**src/rtl/rr_arb_mux.sv**
```systemverilog
// N-channel arbitrating multiplexer: a round-robin or fixed-priority arbiter picks one
// requesting channel and registers its word onto a single valid/ready output port.
module rr_arb_mux #(
    parameter int WIDTH = 32,
    parameter int N     = 8,
    localparam int SEL_W = $clog2(N)
) (
    input  logic               clk,
    input  logic               reset,
    input  logic               prio_mode,
    input  logic [N-1:0]       in_valid,
    input  logic [N*WIDTH-1:0] in_data,
    output logic [N-1:0]       in_ready,
    output logic               out_valid,
    output logic [WIDTH-1:0]   out_data,
    output logic [SEL_W-1:0]   out_sel,
    input  logic               out_ready
);

    // Valid/ready: a word moves on any rising edge where valid and ready are both high.
    // Producers hold valid and data until accepted, and in_valid never depends on in_ready.
    // The output register may be drained and refilled on the same edge.

    logic             out_valid_q, out_valid_d;
    logic [WIDTH-1:0] out_data_q,  out_data_d;
    logic [SEL_W-1:0] out_sel_q,   out_sel_d;
    logic [SEL_W-1:0] rr_ptr_q,    rr_ptr_d;

    logic             load;
    logic             grant_found;
    logic [SEL_W-1:0] grant_idx;
    logic [WIDTH-1:0] grant_data;

    assign load = !out_valid_q || out_ready;

    // The search order is walked from last to first so the first hit in order overwrites the rest.
    always_comb begin
        int j;
        j           = 0;
        grant_found = 1'b0;
        grant_idx   = '0;
        if (prio_mode) begin
            for (int i = N - 1; i >= 0; i--) begin
                if (in_valid[i]) begin
                    grant_found = 1'b1;
                    grant_idx   = SEL_W'(i);
                end
            end
        end else begin
            for (int k = N; k >= 1; k--) begin
                j = (int'(rr_ptr_q) + k) % N;
                if (in_valid[j]) begin
                    grant_found = 1'b1;
                    grant_idx   = SEL_W'(j);
                end
            end
        end
    end

    always_comb begin
        grant_data = '0;
        for (int i = 0; i < N; i++) begin
            if (SEL_W'(i) == grant_idx) begin
                grant_data = in_data[i*WIDTH +: WIDTH];
            end
        end
    end

    always_comb begin
        in_ready = '0;
        if (!reset && load && grant_found) begin
            in_ready[grant_idx] = 1'b1;
        end
    end

    always_comb begin
        out_valid_d = out_valid_q;
        out_data_d  = out_data_q;
        out_sel_d   = out_sel_q;
        rr_ptr_d    = rr_ptr_q;
        if (load) begin
            if (grant_found) begin
                out_valid_d = 1'b1;
                out_data_d  = grant_data;
                out_sel_d   = grant_idx;
                rr_ptr_d    = grant_idx;
            end else begin
                out_valid_d = 1'b0;
            end
        end
    end

    // rr_ptr resets to N-1 so channel 0 wins the first round-robin arbitration.
    always_ff @(posedge clk) begin
        if (reset) begin
            out_valid_q <= 1'b0;
            out_data_q  <= '0;
            out_sel_q   <= '0;
            rr_ptr_q    <= SEL_W'(N - 1);
        end else begin
            out_valid_q <= out_valid_d;
            out_data_q  <= out_data_d;
            out_sel_q   <= out_sel_d;
            rr_ptr_q    <= rr_ptr_d;
        end
    end

    assign out_valid = out_valid_q;
    assign out_data  = out_data_q;
    assign out_sel   = out_sel_q;

endmodule

```
**config.mk**
```make
export PLATFORM = sky130hd
export DESIGN_NAME = rr_arb_mux
export DESIGN_NICKNAME = d
export VERILOG_FILES = /design/src/rtl/rr_arb_mux.sv
export SDC_FILE = /design/constraint.sdc
export NUM_CORES = 1
export LEC_CHECK = 0
export ABC_AREA = 1
export CORE_AREA = 2 2 121 123
export DETAILED_ROUTE_END_ITERATION = 8
export DIE_AREA = 0 0 123 125
export PLACE_DENSITY = 0.75
export SYNTH_ARGS = -nofsm -noshare
export SYNTH_HDL_FRONTEND = slang
export SYNTH_SLANG_ARGS = --single-unit
```
**constraint.sdc**
```tcl
create_clock -name clk -period 8.35 [get_ports clk]
set_input_delay 1.67 -clock clk [delete_from_list [all_inputs] [get_ports clk]]
set_output_delay 1.67 -clock clk [all_outputs]
set_load 0.03 [all_outputs]
```
; ---- After elaboration in Yosys (flattened, before gate mapping)
; Cells that the tools add are included.
[word_totals]
latchBits = 0
out_inout_bits = 44
ff_bits = 39
mem_bits_ro = 0
input_bits = 268
ramBits = 0
memories = 0
[op_classes]
n_eq_ne = 7
n_mul = 0
bitwise = 8
shifts = 0
n_lt_le_gt_ge = 10
div_mod_pow = 0
n_addsub = 8
n_mux = 70
n_reduce_logical = 16
[op_table]
columns = cell, count
row1 = two-way mux 32 bit, 8
row2 = two-way mux 3 bit, 17
row3 = < comparator 4 x 5 -> 1 bit (second input constant), 8
row4 = two-way mux 1 bit, 35
row5 = binary-select mux 1 bit (select 3 bit), 8
row6 = OR reduction 3 bit, 8
row7 = adder 3 bit (second input constant), 4
row8 = equality test 3 bit (first input constant), 4
row9 = bitwise AND 1 bit (first input constant), 8
row10 = two-way mux 8 bit, 1
row11 = adder 3 x 1 -> 3 bit (second input constant), 2
row12 = adder 3 x 2 -> 3 bit (second input constant), 2
row13 = equality test 2 x 3 -> 1 bit (first input constant), 2
row14 = < comparator 3 x 4 -> 1 bit (second input constant), 1
row15 = demux 1 bit (select 3 bit), 1
row16 = equality test 1 x 3 -> 1 bit (first input constant), 1
row17 = >= comparator 3 x 1 -> 1 bit (second input constant), 1
row18 = logical AND 1 bit, 3
row19 = logical NOT 3 bit, 1
row20 = logical NOT 1 bit, 2
row21 = AND reduction 2 bit, 1
row22 = logical OR 1 bit, 1

; ---- Logic depth before layout (Yosys ltp)
; Gate-level depths: netlist of the first run.
[logic_depth]
ltp_word = 24
depth_mapped = 27

; ---- Least setup slack after synthesis of the first run
; OpenSTA, ideal clock, no wires.
[synth_timing]
path_type = input port to output port
start = input in_valid[0]
end = output in_ready[7]
setup_slack_ps = 2825
stages = 17
t_required_ps = 6680
t_arrival_ps = 3855
cell_sequence = nand2_1 nand3_1 nand3_1 nand2_1 inv_2 nand2_1 nand2_1 nand2_1 nand2_1 nand2_1 nand2_1 nand3_1 nand2_2 inv_4 buf_6 buf_2 nor4_1
[synth_via]
elab_chain_len = 17
[synth_lines]
columns = element, line
row1 = from (decl), 11  ; input logic [N-1:0] in_valid,
row2 = binary-select mux 1 bit (select 3 bit), 52  ; if (in_valid[j]) begin
row3 = two-way mux 1 bit (implied by the code) (2 in series), 52
row4 = two-way mux 3 bit (8 in series), 52
row5 = two-way mux 3 bit, 42  ; if (prio_mode) begin
row6 = < comparator 3 x 4 -> 1 bit (implied by the code) or >= comparator 3 x 1 -> 1 bit (tied branches), 72  ; in_ready[grant_idx] = 1'b1;
row7 = logical AND 1 bit (implied by the code), 72
row8 = two-way mux 1 bit (implied by the code), 72
row9 = demux 1 bit (select 3 bit), 72
row10 = two-way mux 8 bit (*), 71  ; if (!reset && load && grant_found) begin
row11 = to (decl), 13  ; output logic [N-1:0] in_ready,
; Mark *: on every way between the ends. The rest lies on a longest branch, timed or not. The select of a mux whose other input is x is not followed.

; ---- Worst setup path after layout of the first run
[layout_timing]
start = input in_valid[7]
end = output in_ready[1]
; The elaborated chain is that of the path after synthesis.

==> impl_metrics.json, run 1 <==
{
  "status": "completed",
  "track_usage_pct": 28.28,
  "grt_start_max_net_pins": 59,
  "antenna-diode-count": 0,
  "cts_hold_buf": 0,
  "hold_viol_final": 0,
  "vdd_drop_max_v": 0.0002333,
  "fp.dieW_um": 123,
  "muxShareOfSynthArea_pct": 0,
  "final_area_sq_um": 7786,
  "synth-compound-area-share_pct": 13.58,
  "period_needed_ns": 6.634,
  "fillers": 1458,
  "cts_tree": "built",
  "rows": 44,
  "arrival_ns": 4.96,
  "synth.area.top_cells": "nand2_1 (21%), dfxtp_1 (17%), nand4_1 (12%), a21oi_1 (7.2%), nand3_1 (6.5%)",
  "initial_core_util_pct": 31.99,
  "gp_congestion": 0.9314,
  "cp.required_ns": 6.68,
  "cts.clk_slew.worst_paths_ns": 0.06,
  "syn_nets": 1073,
  "ys_seq_elements": 39,
  "post_dp_cell_area_sq_um": 7642,
  "tightest_slew_ns": 0.6370,
  "yosys.area.top_type": "nand2_1",
  "synth-xor-area-share_pct": 0.5784,
  "path_cells": "clkdlybuf4s50_1 > nand2_1 > nand3_1 > nand3_1 > nand2_1 > inv_2 > nand3_1 > nand3_1 > nand2_1 > nand2_1 > nand2_1 > nand3_1 > nand2_4 > nand2_4 > nor3_1 > clkdlybuf4s50_1",
  "clock_sinks": 39,
  "layout_commonest_cell": "clkdlybuf4s50_1",
  "slowest_delay_ns": 0.76,
  "first_iter_violations": 422,
  "syn2layout_area_growth_pct": 71.39,
  "wire_per_inst_um": 17.96,
  "internal-power_mw": 1.033,
  "fmax_mhz": 150.7,
  "antenna_left": 0,
  "wirelength_mm": 22.63,
  "final_cell_mix": "clkdlybuf4s50_1 (311), nand2_1 (252), nand4_1 (86)",
  "pwr-share-comb_pct": 78.4,
  "clock_path_buffers": 2,
  "yosysTopAreaCellShare_pct": 20.90,
  "crit_fanout": 41,
  "syn_inst": 803,
  "grt_pass1_vias": 6060,
  "synth-simple-area-share_pct": 55.00,
  "seqPwrFrac_pct": 13.6,
  "drc": 0,
  "rsz0062_at_grt": "false",
  "slew_viol_final": 0,
  "hpwl_mm": 18.14,
  "maxCapViolCount": 0,
  "postCtsSetupRepairBufs": 0,
  "stdcell_count": 1260,
  "first_pass_iters": 5,
  "syn_area_per_cell_sq_um": 5.658,
  "fin_ws_ns": 1.716,
  "synthAdderAreaFrac_pct": 0.5508,
  "power.switching_mw": 1.362,
  "clock-root-buffer": "clkbuf_16",
  "synth_top_family_by_area": "simple AND/OR/NAND/NOR gates",
  "finalPower_mw": 2.395,
  "slew_headroom_pct": 57.49,
  "cp_top_family": "simple AND/OR/NAND/NOR gates",
  "dieArea_sq_um": 15380,
  "cts_buffers": 5,
  "clock_latency_ns": 0.28,
  "syn_area_sq_um": 4543,
  "vias": 6400,
  "viasPerCell": 5.079,
  "path_buf_inv": 3,
  "final.period_utilization_pct": 79.45,
  "pwr_density_cell_nw_per_um2": 307.6,
  "fin_skew_ns": 0.007686,
  "start_kind": "input port",
  "drive_above_1_share_pct": 5.019,
  "place_ws_ns": 1.751,
  "cpMaxStageDelayCell": "clkdlybuf4s50_1",
  "io_pins": 312,
  "clockPowerShare_pct": 8.0,
  "critical_path_class": "in2out",
  "yosysUniqueCellTypes": 36,
  "leakagePower_nw": 3.191,
  "dp_cells": 1253,
  "ys_warn_count": 0,
  "min_path_type": "reg2reg",
  "fin_tns_setup_ns": 0,
  "ys_seq_area_share_pct": 17.19,
  "grt_pass1_wl_mm": 33.24,
  "io_buffer_count": 311,
  "die_h_um": 125,
  "grt-ovfl-total": 0,
  "htree_levels": 2,
  "switching_share_pct": 56.87,
  "end_kind": "output port",
  "fin_nets": 1346,
  "post_cts_resized": 0,
  "core_area_sq_um": 14200,
  "setup_violations": 0,
  "antenna_found_initial": 1
}
-- layout make-up --
cell class,count,area [sq um],area share (%)
Clock inverter,1,5.005,0.06428
Timing Repair Buffer,324,3211,41.23
Multi-Input combinational cell,642,3176,40.78
Tap cell,184,230.2,2.957
Inverter,64,245.2,3.150
Sequential cell,39,780.7,10.03
Clock buffer,6,138.9,1.784
-- power groups by stage --
stage	logic [mW]	clock network (mW)	registers (mW)
finish	1.88	0.192	0.326
detailed placement	1.88	0	0.328
global placement	1.88	0	0.328
floorplan	1.09	0	0.473
global route	2.03	0.203	0.337
CTS	1.89	0.194	0.326
-- cell families (layout without fill, tap and decap cells) --
kind of cell | count (synthesis) | after routing
buffers and inverters | 122 | 395
AO/OA/AOI/OAI | 113 | 113
XOR/XNOR | 3 | 3
flip-flops | 39 | 39
AND/OR/NAND/NOR | 524 | 524
adder cells (fa/ha/maj) | 2 | 2
-- metrics by stage --
stage / utilization, % / hold WS (ns)
5_1_grt: 54.82 / 0.4834
2_1_floorplan: - / 0.5885
6_report: 54.82 / 0.4652
3_3_place_gp: 53.81 / 0.4548
4_1_cts: 54.82 / 0.4678
3_5_place_dp: 53.81 / 0.4584
-- final timing paths --
check,startpoint,end,slack (ns),cells past startpoint
worst max-delay path,in_valid[7],in_ready[1],1.72,16
worst min-delay path,out_sel[2]$_SDFFE_PP0P_,out_sel[2]$_SDFFE_PP0P_,0.47,2
worst max register to register,rr_ptr_q[1]$_SDFFE_PP1P_,out_data[29]$_SDFFE_PP0P_,4.00,23
worst min register to register,out_sel[2]$_SDFFE_PP0P_,out_sel[2]$_SDFFE_PP0P_,0.47,2
-- Yosys cell counts (all sizes together) --
| master | count |
|---|---|
| xnor2 | 2 |
| o311ai | 1 |
| a21oi | 72 |
| xor2 | 1 |
| o22ai | 1 |
| o21ai | 34 |
| buf | 44 |
| o21a | 1 |
| nand2 | 260 |
| nor3 | 7 |
| nand3 | 61 |
| clkbuf | 14 |
| nor3b | 32 |
| o211ai | 3 |
| dfxtp | 39 |
| ha | 2 |
| nor4 | 3 |
| inv | 60 |
| clkinv | 4 |
| a211oi | 1 |
| nor2 | 75 |
| nand4 | 86 |
-- worst min-delay path, delay by kind of cell (launching register included) --
| family | cells | cell delay, ns |
|---|---|---|
| AOI/OAI and AO/OA | 1 | 0.05 |
| and+or+nand+nor | 1 | 0.06 |
| DFF | 1 | 0.31 |
-- sequential cells by signal (all words and copies together), names as in the netlist --
| signal | flops |
|---|---|
| out_data | 32 |
| out_sel | 3 |
| out_valid | 1 |
| rr_ptr_q | 3 |
-- routing by layer --
| layer | global-route usage (%) | vias to the layer above | part of all wire, % |
|---|---|---|---|
| met4 | 6.618 | 2 | 2.6 |
| li1 | - | 3249 | - |
| met1 | 31.03 | 2867 | 37 |
| met5 | 0 | - | 0.057 |
| met3 | 7.938 | 35 | 7.6 |
| met2 | 52.88 | 247 | 52 |
No activity file was read; power rests on OpenSTA's default activity.
==> run 2: changes to the inputs <==
- clock period: 8.35 -> 6.25 ns (I/O delays scaled with it)
==> run 2 against run 1 <==
Net effect: global-route usage up 0.52 points; cell area about the same; largest power group unchanged; setup slack worse by 0.84 ns; critical path type unchanged; register-to-register slack worse by 2.1 ns.
==> impl_metrics.json, run 2 (synthesized netlist as in run 1, its figures left out) <==
{
  "clock-root-buffer": "clkbuf_16",
  "postCtsSetupRepairBufs": 0,
  "initial_core_util_pct": 31.99,
  "wire_per_inst_um": 18.24,
  "clock_latency_ns": 0.29,
  "syn2layout_area_growth_pct": 71.41,
  "setup_violations": 0,
  "hpwl_mm": 18.26,
  "first_iter_violations": 478,
  "first_pass_iters": 5,
  "rsz0062_at_grt": "false",
  "min_path_type": "reg2reg",
  "grt_start_max_net_pins": 55,
  "hold_viol_final": 0,
  "r2r_slack_ns": 1.91,
  "core_area_sq_um": 14200,
  "maxCapViolCount": 0,
  "fillers": 1438,
  "period_needed_ns": 5.377,
  "internal-power_mw": 1.376,
  "fin_tns_setup_ns": 0,
  "crit_fanout": 21,
  "final_cell_mix": "clkdlybuf4s50_1 (307), nand2_1 (252), nand4_1 (86)",
  "drive_above_1_share_pct": 5.478,
  "multi_input_area_sq_um": 3176,
  "htree_levels": 2,
  "cts_buffers": 5,
  "io_buffer_count": 311,
  "die_h_um": 125,
  "io_pins": 312,
  "fmax_mhz": 186.0,
  "antenna_found_initial": 1,
  "pwr-share-comb_pct": 78.5,
  "fin_nets": 1346,
  "antenna_left": 0,
  "startpoint": "in_valid[5]",
  "cts.clk_slew.worst_paths_ns": 0.06,
  "seq_area_sq_um": 780.7,
  "grt_pass1_wl_mm": 33.84,
  "cts_hold_buf": 0,
  "clock_sinks": 39,
  "vias": 6452,
  "tightest_slew_ns": 0.6756,
  "grt_pass1_vias": 6041,
  "critical_path_class": "in2out",
  "worstHoldPathCells": 2,
  "r2r-end": "out_data[9]$_SDFFE_PP0P_",
  "place_ws_ns": 0.8964,
  "wirelength_mm": 23.01,
  "track_usage_pct": 28.79,
  "grt-ovfl-total": 0,
  "cp.required_ns": 5.00,
  "drc": 0,
  "reg2reg_depth": 22,
  "fin_ws_ns": 0.8727,
  "gp_congestion": 0.8976,
  "clock_path_buffers": 2,
  "fp.dieW_um": 123,
  "min_from": "out_data[22]$_SDFFE_PP0P_",
  "clockPowerShare_pct": 7.8,
  "seqPwrFrac_pct": 13.7,
  "worstReg2RegStart": "rr_ptr_q[1]$_SDFFE_PP1P_",
  "switching_share_pct": 57.24,
  "power.switching_mw": 1.842,
  "arrival_ns": 4.13,
  "final.period_utilization_pct": 86.04,
  "leakagePower_nw": 3.202,
  "vdd_drop_max_v": 0.0002342,
  "post_cts_resized": 0,
  "viasPerCell": 5.113,
  "status": "completed",
  "dieArea_sq_um": 15380,
  "slew_headroom_pct": 54.89,
  "end_kind": "output port",
  "largest_reg_flops": 32,
  "fin_skew_ns": 0.004750,
  "endpoint": "in_ready[4]",
  "pwr_density_cell_nw_per_um2": 413.1,
  "start_kind": "input port",
  "slew_viol_final": 0,
  "rows": 44,
  "cts_tree": "built",
  "layout_commonest_cell": "clkdlybuf4s50_1"
}
-- run 2: worst min path at each step --
stage                                            to  slack (ns)
after floorplan           out_data[20]$_SDFFE_PP0P_        0.59
after global placement    out_data[13]$_SDFFE_PP0P_        0.45
after detailed placement  out_data[22]$_SDFFE_PP0P_        0.46
after CTS                 out_data[22]$_SDFFE_PP0P_        0.47
after global routing      out_data[21]$_SDFFE_PP0P_        0.49
final                     out_data[22]$_SDFFE_PP0P_        0.47
-- run 2: area by class of cell --
cell class | count | share of cell area (%)
Inverter | 64 | 3.149
Multi-Input combinational cell | 642 | 40.78
Clock inverter | 3 | 0.1928
Clock buffer | 5 | 1.607
Tap cell | 184 | 2.956
Antenna cell | 1 | 0.03213
Sequential cell | 39 | 10.03
Timing Repair Buffer | 324 | 41.26
-- run 2: power by group through the flow --
stage | logic (mW) | registers [mW] | clock network [mW]
after floorplan | 1.46 | 0.632 | 0
after global placement | 2.52 | 0.440 | 0
after detailed placement | 2.52 | 0.441 | 0
after CTS | 2.53 | 0.439 | 0.253
after global routing | 2.73 | 0.454 | 0.264
final | 2.53 | 0.440 | 0.250
-- run 2: through the flow --
step | util (%) | instances | total power [mW] | hold slack (ns) | cell area (sq um)
floorplan | - | 803 | 2.093 | 0.5885 | 4543
global placement | 53.82 | 1253 | 2.963 | 0.4514 | 7645
detailed placement | 53.82 | 1253 | 2.965 | 0.4594 | 7645
CTS | 54.81 | 1261 | 3.223 | 0.4684 | 7785
global route | 54.81 | 1261 | 3.451 | 0.4926 | 7785
finish | 54.83 | 1262 | 3.217 | 0.4670 | 7787
-- run 2: metal layers --
metal	up-vias	routed length, um	GRT usage [%]
met4	0	560	7.286
met5	-	0	0
met2	260	12110	54.01
met1	2920	8449	31.22
li1	3244	-	-
met3	28	1893	8.075
-- run 2: worst max-delay path, stage by stage --
cell and delay [ns]:
clkdlybuf4s50_1 0.57, nor4_1 0.10, nand2_1 0.07, nor2_1 0.04
nand3_1 0.12, nand2_2 0.07, inv_1 0.50, nand2_1 0.36
nor4_1 0.34, clkdlybuf4s50_1 0.72
